## src/rtl/ibex_pkg_pext.sv

```systemverilog
// Shared types, lane-count constants and operand-extension helpers for the
// P-extension SIMD multiply-accumulate unit.
package ibex_pkg_pext;

  typedef enum logic [1:0] {
    MAC_IDLE,
    MAC_LANE,
    MAC_FIN,
    MAC_DONE
  } pext_mac_state_e;

  typedef enum logic [1:0] {
    MAC_W8,
    MAC_W16,
    MAC_W32
  } pext_mac_width_e;

  localparam int unsigned PEXT_LANES8  = 4;
  localparam int unsigned PEXT_LANES16 = 2;
  localparam int unsigned PEXT_PP32    = 4;

  // Extend an 8-bit lane to the 17-bit multiplier operand width.
  function automatic logic [16:0] pext_ext8(input logic [7:0] v, input logic sgn);
    return {{9{sgn & v[7]}}, v};
  endfunction

  // Extend a 16-bit lane/half to the 17-bit multiplier operand width.
  function automatic logic [16:0] pext_ext16(input logic [15:0] v, input logic sgn);
    return {sgn & v[15], v};
  endfunction

endpackage

```

## src/rtl/ibex_pext_simd_mac_if.sv

```systemverilog
// Request/response bundle between EX issue logic (master) and the SIMD MAC (slave).
interface ibex_pext_simd_mac_if;
  logic        valid_i;
  logic        ready_o;
  logic        kill_i;
  logic [31:0] op_a_i;
  logic [31:0] op_b_i;
  logic [31:0] op_c_i;
  logic        width32_i;
  logic        width8_i;
  logic        signed_ops_i;
  logic        sub_i;
  logic        sat_i;
  logic        rounding_i;
  logic        valid_o;
  logic        ready_i;
  logic [31:0] result_o;
  logic        ov_set_o;

  modport master (
    output valid_i, kill_i, op_a_i, op_b_i, op_c_i, width32_i, width8_i,
           signed_ops_i, sub_i, sat_i, rounding_i, ready_i,
    input  ready_o, valid_o, result_o, ov_set_o
  );

  modport slave (
    input  valid_i, kill_i, op_a_i, op_b_i, op_c_i, width32_i, width8_i,
           signed_ops_i, sub_i, sat_i, rounding_i, ready_i,
    output ready_o, valid_o, result_o, ov_set_o
  );
endinterface

```

## src/rtl/ibex_pext_mul17.sv

```systemverilog
// Combinational 17x17 signed multiplier; callers pre-extend operands so the
// same block serves signed and unsigned 16-bit (or narrower) operands.
module ibex_pext_mul17 (
  input  logic [16:0] a_i,
  input  logic [16:0] b_i,
  output logic [33:0] p_o
);
  assign p_o = 34'($signed(a_i)) * 34'($signed(b_i));
endmodule

```

## src/rtl/ibex_pext_simd_mac.sv

```systemverilog
// Multi-cycle SIMD multiply-accumulate: one lane (or one 16x16 partial product
// in 32-bit mode) per cycle through a shared 17x17 multiplier.
module ibex_pext_simd_mac #(
  parameter bit RoundEnable = 1'b1
) (
  input logic                  clk_i,
  input logic                  rst_ni,
  ibex_pext_simd_mac_if.slave  mac_if
);
  import ibex_pkg_pext::*;

  pext_mac_state_e state_q;
  pext_mac_width_e width_q;
  logic [1:0]  cnt_q;
  logic [31:0] a_q, b_q, c_q, result_q;
  logic        sgn_q, sub_q, sat_q, rnd_q, ov_q, valid_q, ready_q;
  logic [65:0] acc_q;

  logic [16:0] mul_a, mul_b;
  logic [33:0] prod, lane_rnd;
  logic        is_w8, last_lane, lane_ov, fin_ov;
  logic [15:0] hi16, c16, lane_sat;
  logic [7:0]  hi8, c8;
  logic [17:0] p18, c18, r18, smax, smin, umax;
  logic [31:0] lane_result_d, hi32, fin_res;
  logic [65:0] pp66, pp_sh, acc_d;
  logic [33:0] p34, c34, r34;

  assign is_w8 = (width_q == MAC_W8);
  assign last_lane = (width_q == MAC_W8)  ? (cnt_q == 2'(PEXT_LANES8 - 1))  :
                     (width_q == MAC_W16) ? (cnt_q == 2'(PEXT_LANES16 - 1)) :
                                            (cnt_q == 2'(PEXT_PP32 - 1));

  // Select multiplier operands for the current lane or partial product.
  always_comb begin
    mul_a = '0;
    mul_b = '0;
    unique case (width_q)
      MAC_W8: begin
        mul_a = pext_ext8(a_q[{cnt_q, 3'b000} +: 8], sgn_q);
        mul_b = pext_ext8(b_q[{cnt_q, 3'b000} +: 8], sgn_q);
      end
      MAC_W16: begin
        mul_a = pext_ext16(a_q[{cnt_q[0], 4'b0000} +: 16], sgn_q);
        mul_b = pext_ext16(b_q[{cnt_q[0], 4'b0000} +: 16], sgn_q);
      end
      default: begin
        // Low halves are always unsigned; only the high halves carry the sign.
        mul_a = cnt_q[1] ? pext_ext16(a_q[31:16], sgn_q) : {1'b0, a_q[15:0]};
        mul_b = cnt_q[0] ? pext_ext16(b_q[31:16], sgn_q) : {1'b0, b_q[15:0]};
      end
    endcase
  end

  ibex_pext_mul17 u_mul17 (
    .a_i (mul_a),
    .b_i (mul_b),
    .p_o (prod)
  );

  // 8/16-bit lane: round, take high half, accumulate at W+2 bits, saturate.
  always_comb begin
    lane_rnd = '0;
    if (rnd_q) lane_rnd = is_w8 ? 34'h80 : 34'h8000;
    hi16 = 16'((prod + lane_rnd) >> 16);
    hi8  = 8'((prod + lane_rnd) >> 8);
    c8   = c_q[{cnt_q, 3'b000} +: 8];
    c16  = c_q[{cnt_q[0], 4'b0000} +: 16];
    if (is_w8) begin
      p18  = {{10{sgn_q & hi8[7]}}, hi8};
      c18  = {{10{sgn_q & c8[7]}}, c8};
      smax = 18'h0007F;
      smin = 18'h3FF80;
      umax = 18'h000FF;
    end else begin
      p18  = {{2{sgn_q & hi16[15]}}, hi16};
      c18  = {{2{sgn_q & c16[15]}}, c16};
      smax = 18'h07FFF;
      smin = 18'h38000;
      umax = 18'h0FFFF;
    end
    r18      = sub_q ? (c18 - p18) : (c18 + p18);
    lane_sat = r18[15:0];
    lane_ov  = 1'b0;
    if (sat_q) begin
      if (sgn_q) begin
        if ($signed(r18) > $signed(smax)) begin
          lane_sat = smax[15:0];
          lane_ov  = 1'b1;
        end else if ($signed(r18) < $signed(smin)) begin
          lane_sat = smin[15:0];
          lane_ov  = 1'b1;
        end
      end else begin
        if (r18[17]) begin
          lane_sat = '0;
          lane_ov  = 1'b1;
        end else if (r18 > umax) begin
          lane_sat = umax[15:0];
          lane_ov  = 1'b1;
        end
      end
    end
    lane_result_d = result_q;
    if (is_w8) lane_result_d[{cnt_q, 3'b000} +: 8] = lane_sat[7:0];
    else       lane_result_d[{cnt_q[0], 4'b0000} +: 16] = lane_sat;
  end

  // 32-bit mode: shift/accumulate partial products, then finalise the lane.
  always_comb begin
    pp66 = {{32{prod[33]}}, prod};
    unique case (cnt_q)
      2'd0:    pp_sh = pp66;
      2'd3:    pp_sh = pp66 << 32;
      default: pp_sh = pp66 << 16;
    endcase
    acc_d   = acc_q + pp_sh;
    hi32    = 32'((acc_q + {34'd0, rnd_q, 31'd0}) >> 32);
    p34     = {{2{sgn_q & hi32[31]}}, hi32};
    c34     = {{2{sgn_q & c_q[31]}}, c_q};
    r34     = sub_q ? (c34 - p34) : (c34 + p34);
    fin_res = r34[31:0];
    fin_ov  = 1'b0;
    if (sat_q) begin
      if (sgn_q) begin
        if ($signed(r34) > $signed(34'h0_7FFF_FFFF)) begin
          fin_res = 32'h7FFF_FFFF;
          fin_ov  = 1'b1;
        end else if ($signed(r34) < $signed(34'h3_8000_0000)) begin
          fin_res = 32'h8000_0000;
          fin_ov  = 1'b1;
        end
      end else begin
        if (r34[33]) begin
          fin_res = '0;
          fin_ov  = 1'b1;
        end else if (r34[32]) begin
          fin_res = '1;
          fin_ov  = 1'b1;
        end
      end
    end
  end

  // Control FSM with registered handshake outputs; kill overrides everything but reset.
  always_ff @(posedge clk_i) begin
    if (!rst_ni) begin
      state_q  <= MAC_IDLE;
      width_q  <= MAC_W16;
      cnt_q    <= '0;
      a_q      <= '0;
      b_q      <= '0;
      c_q      <= '0;
      result_q <= '0;
      acc_q    <= '0;
      sgn_q    <= 1'b0;
      sub_q    <= 1'b0;
      sat_q    <= 1'b0;
      rnd_q    <= 1'b0;
      ov_q     <= 1'b0;
      valid_q  <= 1'b0;
      ready_q  <= 1'b1;
    end else if (state_q != MAC_IDLE && mac_if.kill_i) begin
      state_q <= MAC_IDLE;
      valid_q <= 1'b0;
      ready_q <= 1'b1;
      ov_q    <= 1'b0;
    end else begin
      unique case (state_q)
        MAC_IDLE: begin
          if (mac_if.valid_i && !mac_if.kill_i) begin
            state_q  <= MAC_LANE;
            ready_q  <= 1'b0;
            cnt_q    <= '0;
            acc_q    <= '0;
            result_q <= '0;
            ov_q     <= 1'b0;
            a_q      <= mac_if.op_a_i;
            b_q      <= mac_if.op_b_i;
            c_q      <= mac_if.op_c_i;
            width_q  <= mac_if.width32_i ? MAC_W32 : (mac_if.width8_i ? MAC_W8 : MAC_W16);
            sgn_q    <= mac_if.signed_ops_i;
            sub_q    <= mac_if.sub_i;
            sat_q    <= mac_if.sat_i;
            rnd_q    <= mac_if.rounding_i & RoundEnable;
          end
        end
        MAC_LANE: begin
          if (width_q == MAC_W32) begin
            acc_q <= acc_d;
            if (last_lane) state_q <= MAC_FIN;
          end else begin
            result_q <= lane_result_d;
            ov_q     <= ov_q | lane_ov;
            if (last_lane) begin
              state_q <= MAC_DONE;
              valid_q <= 1'b1;
            end
          end
          cnt_q <= cnt_q + 2'd1;
        end
        MAC_FIN: begin
          result_q <= fin_res;
          ov_q     <= fin_ov;
          state_q  <= MAC_DONE;
          valid_q  <= 1'b1;
        end
        default: begin
          if (mac_if.ready_i) begin
            state_q <= MAC_IDLE;
            valid_q <= 1'b0;
            ready_q <= 1'b1;
          end
        end
      endcase
    end
  end

  assign mac_if.ready_o  = ready_q;
  assign mac_if.valid_o  = valid_q;
  assign mac_if.result_o = result_q;
  assign mac_if.ov_set_o = ov_q & valid_q;

endmodule

```

## src/flat_wrapper.sv

```systemverilog
// flat-port wrapper written by rule: the top's interface ports become plain ports
module ibex_pext_simd_mac_flat import ibex_pkg_pext::*;
#(
  parameter bit RoundEnable = 1'b1
)
  (clk_i, rst_ni, mac_if_valid_i, mac_if_kill_i, mac_if_op_a_i, mac_if_op_b_i, mac_if_op_c_i, mac_if_width32_i, mac_if_width8_i, mac_if_signed_ops_i, mac_if_sub_i, mac_if_sat_i, mac_if_rounding_i, mac_if_ready_i, mac_if_ready_o, mac_if_valid_o, mac_if_result_o, mac_if_ov_set_o);
  ibex_pext_simd_mac_if mac_if_i ();
  input logic clk_i;
  input logic rst_ni;
  input wire logic [$bits(mac_if_i.valid_i)-1:0] mac_if_valid_i;
  input wire logic [$bits(mac_if_i.kill_i)-1:0] mac_if_kill_i;
  input wire logic [$bits(mac_if_i.op_a_i)-1:0] mac_if_op_a_i;
  input wire logic [$bits(mac_if_i.op_b_i)-1:0] mac_if_op_b_i;
  input wire logic [$bits(mac_if_i.op_c_i)-1:0] mac_if_op_c_i;
  input wire logic [$bits(mac_if_i.width32_i)-1:0] mac_if_width32_i;
  input wire logic [$bits(mac_if_i.width8_i)-1:0] mac_if_width8_i;
  input wire logic [$bits(mac_if_i.signed_ops_i)-1:0] mac_if_signed_ops_i;
  input wire logic [$bits(mac_if_i.sub_i)-1:0] mac_if_sub_i;
  input wire logic [$bits(mac_if_i.sat_i)-1:0] mac_if_sat_i;
  input wire logic [$bits(mac_if_i.rounding_i)-1:0] mac_if_rounding_i;
  input wire logic [$bits(mac_if_i.ready_i)-1:0] mac_if_ready_i;
  output wire logic [$bits(mac_if_i.ready_o)-1:0] mac_if_ready_o;
  output wire logic [$bits(mac_if_i.valid_o)-1:0] mac_if_valid_o;
  output wire logic [$bits(mac_if_i.result_o)-1:0] mac_if_result_o;
  output wire logic [$bits(mac_if_i.ov_set_o)-1:0] mac_if_ov_set_o;
  assign mac_if_i.valid_i = mac_if_valid_i;
  assign mac_if_i.kill_i = mac_if_kill_i;
  assign mac_if_i.op_a_i = mac_if_op_a_i;
  assign mac_if_i.op_b_i = mac_if_op_b_i;
  assign mac_if_i.op_c_i = mac_if_op_c_i;
  assign mac_if_i.width32_i = mac_if_width32_i;
  assign mac_if_i.width8_i = mac_if_width8_i;
  assign mac_if_i.signed_ops_i = mac_if_signed_ops_i;
  assign mac_if_i.sub_i = mac_if_sub_i;
  assign mac_if_i.sat_i = mac_if_sat_i;
  assign mac_if_i.rounding_i = mac_if_rounding_i;
  assign mac_if_i.ready_i = mac_if_ready_i;
  assign mac_if_ready_o = mac_if_i.ready_o;
  assign mac_if_valid_o = mac_if_i.valid_o;
  assign mac_if_result_o = mac_if_i.result_o;
  assign mac_if_ov_set_o = mac_if_i.ov_set_o;
  ibex_pext_simd_mac #(.RoundEnable(RoundEnable)) u_core (.clk_i(clk_i), .rst_ni(rst_ni), .mac_if(mac_if_i));
endmodule
```

## config.mk

```make
export PLATFORM = sky130hd
export DESIGN_NAME = ibex_pext_simd_mac_flat
export DESIGN_NICKNAME = d
export VERILOG_FILES = /design/src/rtl/ibex_pkg_pext.sv /design/src/rtl/ibex_pext_simd_mac_if.sv /design/src/rtl/ibex_pext_mul17.sv /design/src/rtl/ibex_pext_simd_mac.sv /design/src/flat_wrapper.sv
export SDC_FILE = /design/constraint.sdc
export NUM_CORES = 2
export LEC_CHECK = 0
export CAP_MARGIN = 20
export CORE_UTILIZATION = 64
export DETAILED_ROUTE_END_ITERATION = 16
export PLACE_DENSITY = 0.95
export SKIP_CTS_REPAIR_TIMING = 1
export SLEW_MARGIN = 20
export SYNTH_ARGS = -nofsm -noshare
export SYNTH_HDL_FRONTEND = slang
export SYNTH_SLANG_ARGS = --single-unit
```

## constraint.sdc

```tcl
create_clock -name clk_i -period 18.3 [get_ports clk_i]
set_input_delay 3.66 -clock clk_i [delete_from_list [all_inputs] [get_ports clk_i]]
set_output_delay 3.66 -clock clk_i [all_outputs]
set_load 0.05 [all_outputs]
```

* Word-level counts from Yosys, hierarchy flattened
Cells that the tools add are included.
** Word-level totals
- Flip-flop bits (word level) :: 207
- Input port bits :: 107
- Word-level logic and storage cells :: 159
- Output and inout bits :: 35
** Operators by class
- $lt $le $gt $ge :: 5
- Bitwise operators :: 18
- Shifts and indexed selects :: 10
- Reduce and logical (&&, ||, !) cells :: 22
- $mul :: 1
- Add/sub/neg operators :: 10
- Mux-type cells :: 68
- Equal/unequal tests :: 10
** Operators by type and width (count)
- $mux 32 :: 9
- $mux 16 :: 9
- $mux 66 :: 2
- $pmux 66 s2 :: 1
- $pmux 65 s2 :: 1
- $pmux 32 s3 :: 1
- $shiftx 32x6->16 :: 3
- $shiftx 32x6->8 :: 3
- $pmux 17 s2 :: 2
- $add 66x66->66 :: 1
- $add 64x32->64 :: 1
- $bwmux 32 :: 2
- $mux 18 :: 3
- $gt 18x16->1 :: 2
- $add 33x33->34 :: 1
- $gt 34x32->1 const B :: 1
- $lt 34x32->1 const B :: 1
- $mul 17x17->34 :: 1
- $mux 17 :: 2
- $mux 34 :: 1
- $sub 33x33->34 :: 1
- $add 32x32->32 :: 1
- $shift 16x7->32 const A :: 1
- $shift 8x7->32 const A :: 1
- other kinds (30) :: 93

* Depth between registers and ports, before layout
- Word-level depth :: 19
- Mapped depth :: 68
- Gate-level depth less buffers :: 61

* Modules after synthesis
From an unflattened synthesis, not the netlist that was laid out.
** Unflattened totals
- Cells, all modules :: 4134
- Area total of the unflattened synthesis :: 31864.3 µm²
** By module, submodules not included
- ibex_pext_simd_mac :: times used 1, sequential area each 4103.9 µm², cells an instance 2891, area an instance 20733.6 µm²
- ibex_pext_mul17 :: times used 1, sequential area each 0.0 µm², cells an instance 1243, area an instance 11130.7 µm²

* Least setup slack after synthesis
OpenSTA, ideal clock, no wires.
- Kind :: register to register
- Start point :: reg u_core.width_q[1]
- End point :: reg u_core.result_q[25], in the netlist u_core.mac_if.result_o[25]
- Period minus slack after synthesis :: 14.195 ns
- Arrival :: 14.073 ns
- Slack :: 4.105 ns
- Library setup time :: 0.122 ns
- Required time :: 18.178 ns
- Buffers on the path :: 9
- Cell stages (with the launch flop) :: 63
- Path through :: dfxtp_1 > buf_2 > or2_1 > buf_2 > clkinv_2 > clkbuf_1 > clkbuf_1 > clkbuf_1 > buf_1 > nand3_1 > o21ai_1 > clkbuf_1 > nand2_1 > fa_1 > inv_1 > fa_1 > ha_1 > fa_1 > [... 27 more ...] > a211oi_1 > nor2_1 > o41ai_1 > xnor2_1 > ha_1 > nor4_1 > nand2_1 > nor3_1 > nand3_1 > nor3_1 > a21oi_1 > or3_1 > buf_1 > nand3_1 > nor2_1 > or3_4 > a221o_1 > a221o_1
** Between the ends
- Word-level cells in the longest chain between the ends :: 18
- Elaborated cells on any way between the ends :: 37
- Classes of those cells :: add/sub: 3; mul: 1; order compare: 3; eq/ne: 3; shift: 2; mux: 21; bitwise: 2; reduce/logical: 2
** Ends and longest elaborated chain
- from (decl) :: line ibex_pext_simd_mac.sv:13 : pext_mac_width_e width_q;
- from (signal assigned) :: line ibex_pext_simd_mac.sv:181 : width_q <= mac_if.width32_i ? MAC_W32 : (mac_if.width8_i ? MAC_W8 : MAC_W16);
- $eq 2x1->1 / $logic_not 2->1 (equally long branches) :: line ibex_pext_simd_mac.sv:38, ibex_pext_simd_mac.sv:29
- $pmux 17 s2 / $mux 16 (equally long branches) :: line ibex_pext_simd_mac.sv:38, ibex_pext_simd_mac.sv:64
- $mul 17x17->34 / $mux 16 (equally long branches) :: line ibex_pext_mul17.sv:8, ibex_pext_simd_mac.sv:64
- $add 32x32->32 :: line ibex_pext_simd_mac.sv:65 : hi16 = 16'((prod + lane_rnd) >> 16);
- $and 1x1->1, on equally long branches :: line ibex_pext_simd_mac.sv:70, ibex_pext_simd_mac.sv:76
- $mux 18 :: line ibex_pext_simd_mac.sv:69 : if (is_w8) begin
- $add 18x18->18 / $sub 18x18->18 (equally long branches) :: line ibex_pext_simd_mac.sv:82 : r18 = sub_q ? (c18 - p18) : (c18 + p18);
- $mux 18 :: line ibex_pext_simd_mac.sv:82
- [... 2 more ...]
- $mux 16, on equally long branches :: line ibex_pext_simd_mac.sv:95, ibex_pext_simd_mac.sv:87
- $mux 16 :: line ibex_pext_simd_mac.sv:86 : if (sgn_q) begin
- $mux 16 :: line ibex_pext_simd_mac.sv:85 : if (sat_q) begin
- $shiftx 16x7->32 / $shiftx 8x7->32 (equally long branches) :: line ibex_pext_simd_mac.sv:106, ibex_pext_simd_mac.sv:105
- $bwmux 32, on equally long branches :: line ibex_pext_simd_mac.sv:106, ibex_pext_simd_mac.sv:105
- $mux 32 :: line ibex_pext_simd_mac.sv:105 : if (is_w8) lane_result_d[{cnt_q, 3'b000} +: 8] = lane_sat[7:0];
- $mux 32 :: line ibex_pext_simd_mac.sv:189 : if (width_q == MAC_W32) begin
- $pmux 32 s3 :: line ibex_pext_simd_mac.sv:169 : unique case (state_q)
- to (signal assigned) :: line ibex_pext_simd_mac.sv:193 : result_q <= lane_result_d;
- to (signal assigned) :: line ibex_pext_simd_mac.sv:203 : result_q <= fin_res;
- to (decl) :: line ibex_pext_simd_mac.sv:15 : logic [31:0] a_q, b_q, c_q, result_q;
Parallel ways exist; a longest one is shown, timed or not. The select of a mux whose other input is x is not followed.
A chain may end at the register's enable or synchronous reset.

* Worst setup path in the final report
- Start point :: reg u_core.cnt_q[1]
- End point :: reg u_core.result_q[30], in the netlist u_core.mac_if.result_o[30]
** Between the ends
- Word-level cells in the longest chain between the ends :: 19
- Elaborated cells on any way between the ends :: 36
- Classes of those cells :: add/sub: 4; mul: 1; order compare: 3; shift: 6; mux: 17; bitwise: 5
** Ends and longest elaborated chain
- from (decl) :: line ibex_pext_simd_mac.sv:14 : logic [1:0] cnt_q;
- from (signal assigned) :: line ibex_pext_simd_mac.sv:200 : cnt_q <= cnt_q + 2'd1;
- $shiftx 32x6->8, on equally long branches :: line ibex_pext_simd_mac.sv:40, ibex_pext_simd_mac.sv:41
- $and 1x1->1 :: line ibex_pkg_pext.sv:24 : return {{9{sgn & v[7]}}, v};
- $pmux 17 s2 :: line ibex_pext_simd_mac.sv:38 : unique case (width_q)
- $mul 17x17->34 :: line ibex_pext_mul17.sv:8 : assign p_o = 34'($signed(a_i)) * 34'($signed(b_i));
- $add 32x32->32 :: line ibex_pext_simd_mac.sv:65
- $and 1x1->1, on equally long branches :: line ibex_pext_simd_mac.sv:70, ibex_pext_simd_mac.sv:76
- $mux 18 :: line ibex_pext_simd_mac.sv:69
- $add 18x18->18 / $sub 18x18->18 (equally long branches) :: line ibex_pext_simd_mac.sv:82
- [... 3 more ...]
- $mux 16, on equally long branches :: line ibex_pext_simd_mac.sv:95, ibex_pext_simd_mac.sv:87
- $mux 16 :: line ibex_pext_simd_mac.sv:86
- $mux 16 :: line ibex_pext_simd_mac.sv:85
- $shiftx 16x7->32 / $shiftx 8x7->32 (equally long branches) :: line ibex_pext_simd_mac.sv:106, ibex_pext_simd_mac.sv:105
- $bwmux 32, on equally long branches :: line ibex_pext_simd_mac.sv:106, ibex_pext_simd_mac.sv:105
- $mux 32 * :: line ibex_pext_simd_mac.sv:105
- $mux 32 * :: line ibex_pext_simd_mac.sv:189
- $pmux 32 s3 * :: line ibex_pext_simd_mac.sv:169
Every way passes the cells marked *; elsewhere a longest branch is shown, timed or not. The select of a mux whose other input is x is not followed.

==> reports/qor.csv <==
stage,metric,value,unit
synth,average cell area after synthesis,7.648,um^2
setup_path,gate family responsible for the most delay along the worst path,compound AO/OA/AOI/OAI gates,
timing,number of slew-limit violations in the final report,0,
detailed_routing,initial drt markers,4769,
floorplanning,row cnt,80,
finish,final design area excluding fillers,0.03410,mm^2
finish,count of nets after finishing,4757,
clocking,CTS H-tree lvls,1,
floorplanning,Die Ht,223.6,um
synth,flip-flop cell with the highest count after synthesis,dfxtp_1,
finish,# fillers,3618,
worst_hold_path,Hold/Removal Path Class,register to register,
setup_path,slowest cell on the critical path,a31oi_1,
grt,Global Route met2 Usage,0.6294,
placed_design,placed wire-length estimate after detailed placement,82.40,mm
floorplanning,area of the die,0.04998,mm^2
setup_path,Worst Path Arrival,16.93,ns
job,number of max-capacitance violations reported,0,
power_and_ir_drop,total power of the final layout,3.592,mW
grt,via count of the first global-routing pass,30320,
finish,"leading cell type in the layout, fill and taps excluded",nand2_1,
timing,final worst path period share,0.9039,
finish,Synth-to-Final Area Change,8.534,%
grt,remaining global-route overflow,0,
synth,instance count of the mapped netlist,4108,
timing,summed negative setup slack over all endpoints,0,ns
setup_path,delay of the slowest cell on the worst path,0.77,ns
setup_path,highest fanout seen on the critical path,26,
grt,maximum number of pins on one net before global-route repair,104,
power_and_ir_drop,total leakage power,14.95,nW
synth,share of synthesized area occupied by flip-flops and latches,0.1306,
synth,Cell variety after synth,106,
worst_hold_path,end point of the most critical hold path,u_core.acc_q[10],
synth,"FF+latch count, synth",205,
power_and_ir_drop,P per Cell Area,105.3,mW/mm^2
setup_path,sum of buffers and inverters on the critical path,7,
floorplanning,count of pins on the block boundary,142,
clocking,clock tree root driver cell,clkbuf_16,
timing,Peak Freq,60.46,MHz
detailed_routing,WL/cell,22.34,um
detailed_routing,number of optimization iterations in the first detailed-route pass,6,
setup_path,setup slack of the worst register-to-register path,1.76,ns
detailed_routing,Routed WL,106.2,mm
setup_path,Worst setup EP type,register,
clocking,clock-pin transition on the worst setup and hold timing paths,0.06,ns
setup_path,end of the worst register-to-register path,u_core.mac_if.result_o[30],
detailed_routing,count of unresolved DRC violations after routing,0,
finish,multi-input combinational cell area,0.02508,mm^2
grt,overall routing resource usage,0.4187,
detailed_routing,Post-DRT Antenna Nets,0,
placed_design,standard cell area after detailed placement,0.03317,mm^2
timing,setup violators final,0,
power_and_ir_drop,Peak VDD IR,0.1795,mV
worst_hold_path,Hold Path Origin,u_core.acc_q[10],
grt,GRT met1 Usage,0.5554,
synth,number of enable-type register cells in the synthesized netlist,0,
grt,antenna violations before repair,2,
grt,most congested layer reported by global routing,met2,
setup_path,Crit Reg-Reg Startpoint,u_core.cnt_q[1],
finish,Post-Layout Cell Count,4753,
timing,worst clock skew,0.02032,ns
synth,Yosys warning count,0,
timing,headroom to the max-slew limit,0.1970,
finish,layout cells sized above 1,0.04642,
finish,final core occ,0.7097,
setup_path,number of cells traversed by the worst register-to-register path,57,
timing,final critical delay including setup and external delays,16.54,ns
detailed_routing,vias,32000,
placed_design,post-placement cell count,4704,
detailed_routing,Via-to-Cell Ratio,6.732,
worst_hold_path,hold depth,2,
timing,final number of hold-violating endpoints,0,
synth,nets in the synthesized netlist,4746,
placed_design,global placement routability congestion,1.049,
clocking,CTS tree,done,
synth,fraction of registers with async set/reset,0,
timing,setup repair after global routing missed its margin,false,
placed_design,quantity of I/O buffers inserted on ports,141,
clocking,number of CTS-inserted buffers,25,
clocking,clock sinks,205,
grt,wire length of the first global-routing pass,165.9,mm
setup_path,worst setup path category,register to register,
clocking,maximum root-to-sink buffer count,3,
setup_path,kind of launch point of the worst setup path,register,
floorplanning,overall die width,223.6,um
clocking,clock network latency to the later pin of the worst-skew pair,0.57,ns
floorplanning,Floorplan Core Area,0.04805,mm^2
outcome,result of the run,"finished, final reports clean",
synth,"Cell Area, Synth",0.03142,mm^2
finish,sequential standard cell area,0.004108,mm^2
setup_path,required time worst endpoint,18.69,ns
finish,highest-count cells in the layout ignoring fill and taps,"521 x nand2_1, 421 x nor2_1, 405 x inv_1, 386 x a21oi_1, 299 x fa_1",
timing,slew at the pin closest to its max-slew limit,1.200,ns
grt,met3 demand-to-capacity share in global routing,0.1356,
floorplanning,initial core utilization,0.6539,
-- sequential cells by signal, summed over array words and instances, names as in the netlist --
name,cells
u_core.mac_if.result_o,32
u_core.b_q,32
u_core.a_q,32
u_core.rnd_q,1
u_core.acc_q,64
u_core.width_q,2
u_core.mac_if.valid_o,1
u_core.ov_q,1
u_core.sgn_q,1
u_core.c_q,32
u_core.sub_q,1
u_core.cnt_q,2
u_core.state_q,2
u_core.mac_if.ready_o,1
u_core.sat_q,1
-- metal layers --
layer | share of wire | wire length (um)
met4 | 0.048 | 5058
met2 | 0.43 | 45400
met3 | 0.14 | 15020
met1 | 0.38 | 40690
met5 | 0 | 0
-- worst register-to-register path: cells and delay by family (launching register included) --
kind	cells	cell delay [ns]
DFF	1	0.63
and+or+nand+nor	19	3.68
buffers and inverters	7	0.99
muxes	1	0.18
adders and majority gates	10	4.60
xor gates and xnor gates	4	0.77
AOI/OAI and AO/OA	16	5.50
-- through the flow --
stage	setup WS, ns	hold WS (ns)
5_1_grt	0.6876	0.4871
6_report	1.759	0.4621
3_3_place_gp	2.594	0.4448
4_1_cts	2.152	0.4658
2_1_floorplan	4.105	0.4362
3_5_place_dp	2.224	0.4496
-- cells in the mapped netlist, drive strengths merged (45+ instances only) --
cell type,number,share of area
nand2b,60,0.012
mux2i,61,0.020
a21oi,390,0.062
a21o,73,0.017
dfxtp,205,0.13
nor2,423,0.051
o21ai,174,0.028
nor3,53,0.0088
nand3,77,0.012
ha,232,0.092
nand2,521,0.062
xnor2,148,0.042
clkbuf,157,0.019
fa,299,0.19
a22oi,71,0.017
xor2,73,0.021
inv,406,0.049
a211oi,45,0.012
-- logic make-up (layout without fill, tap and decap cells) --
| kind of cell | count (synthesis) | count (layout) | share of synthesized area |
|---|---|---|---|
| other | 0 | 2 | 0 |
| flip-flops | 205 | 205 | 0.1306 |
| AO/OA/AOI/OAI | 1072 | 1072 | 0.2222 |
| multiplexers | 77 | 77 | 0.02600 |
| adder cells (fa/ha/maj) | 531 | 531 | 0.2829 |
| buffers and inverters | 609 | 637 | 0.07371 |
| AND/OR/NAND/NOR | 1393 | 1393 | 0.2021 |
| XOR/XNOR | 221 | 221 | 0.06244 |
-- power breakdown --
group          switching (mW)  internal (mW)
combinational            1.70          0.845
clock                   0.217          0.318
sequential             0.0398          0.475
-- area by class of cell --
class / instances / area share
Multi-Input combinational cell: 3294 / 0.7355
Sequential cell: 205 / 0.1205
Timing Repair Buffer: 185 / 0.05093
Inverter: 408 / 0.04502
Tap cell: 615 / 0.02257
Clock buffer: 34 / 0.02110
Clock inverter: 10 / 0.004256
Antenna cell: 2 / 0.0001468
-- worst max path at each step --
stage                                  from                    endpoint  slack, ns  cells after the start
after floorplan           u_core.width_q[1]  u_core.mac_if.result_o[25]       4.10                     62
after global placement      u_core.cnt_q[1]  u_core.mac_if.result_o[30]       2.59                     55
after detailed placement    u_core.cnt_q[1]  u_core.mac_if.result_o[30]       2.22                     57
after CTS                   u_core.cnt_q[1]  u_core.mac_if.result_o[30]       2.15                     57
after global routing        u_core.cnt_q[1]  u_core.mac_if.result_o[11]       0.69                     57
final                       u_core.cnt_q[1]  u_core.mac_if.result_o[30]       1.76                     57
No activity file was read; power rests on OpenSTA's default activity.
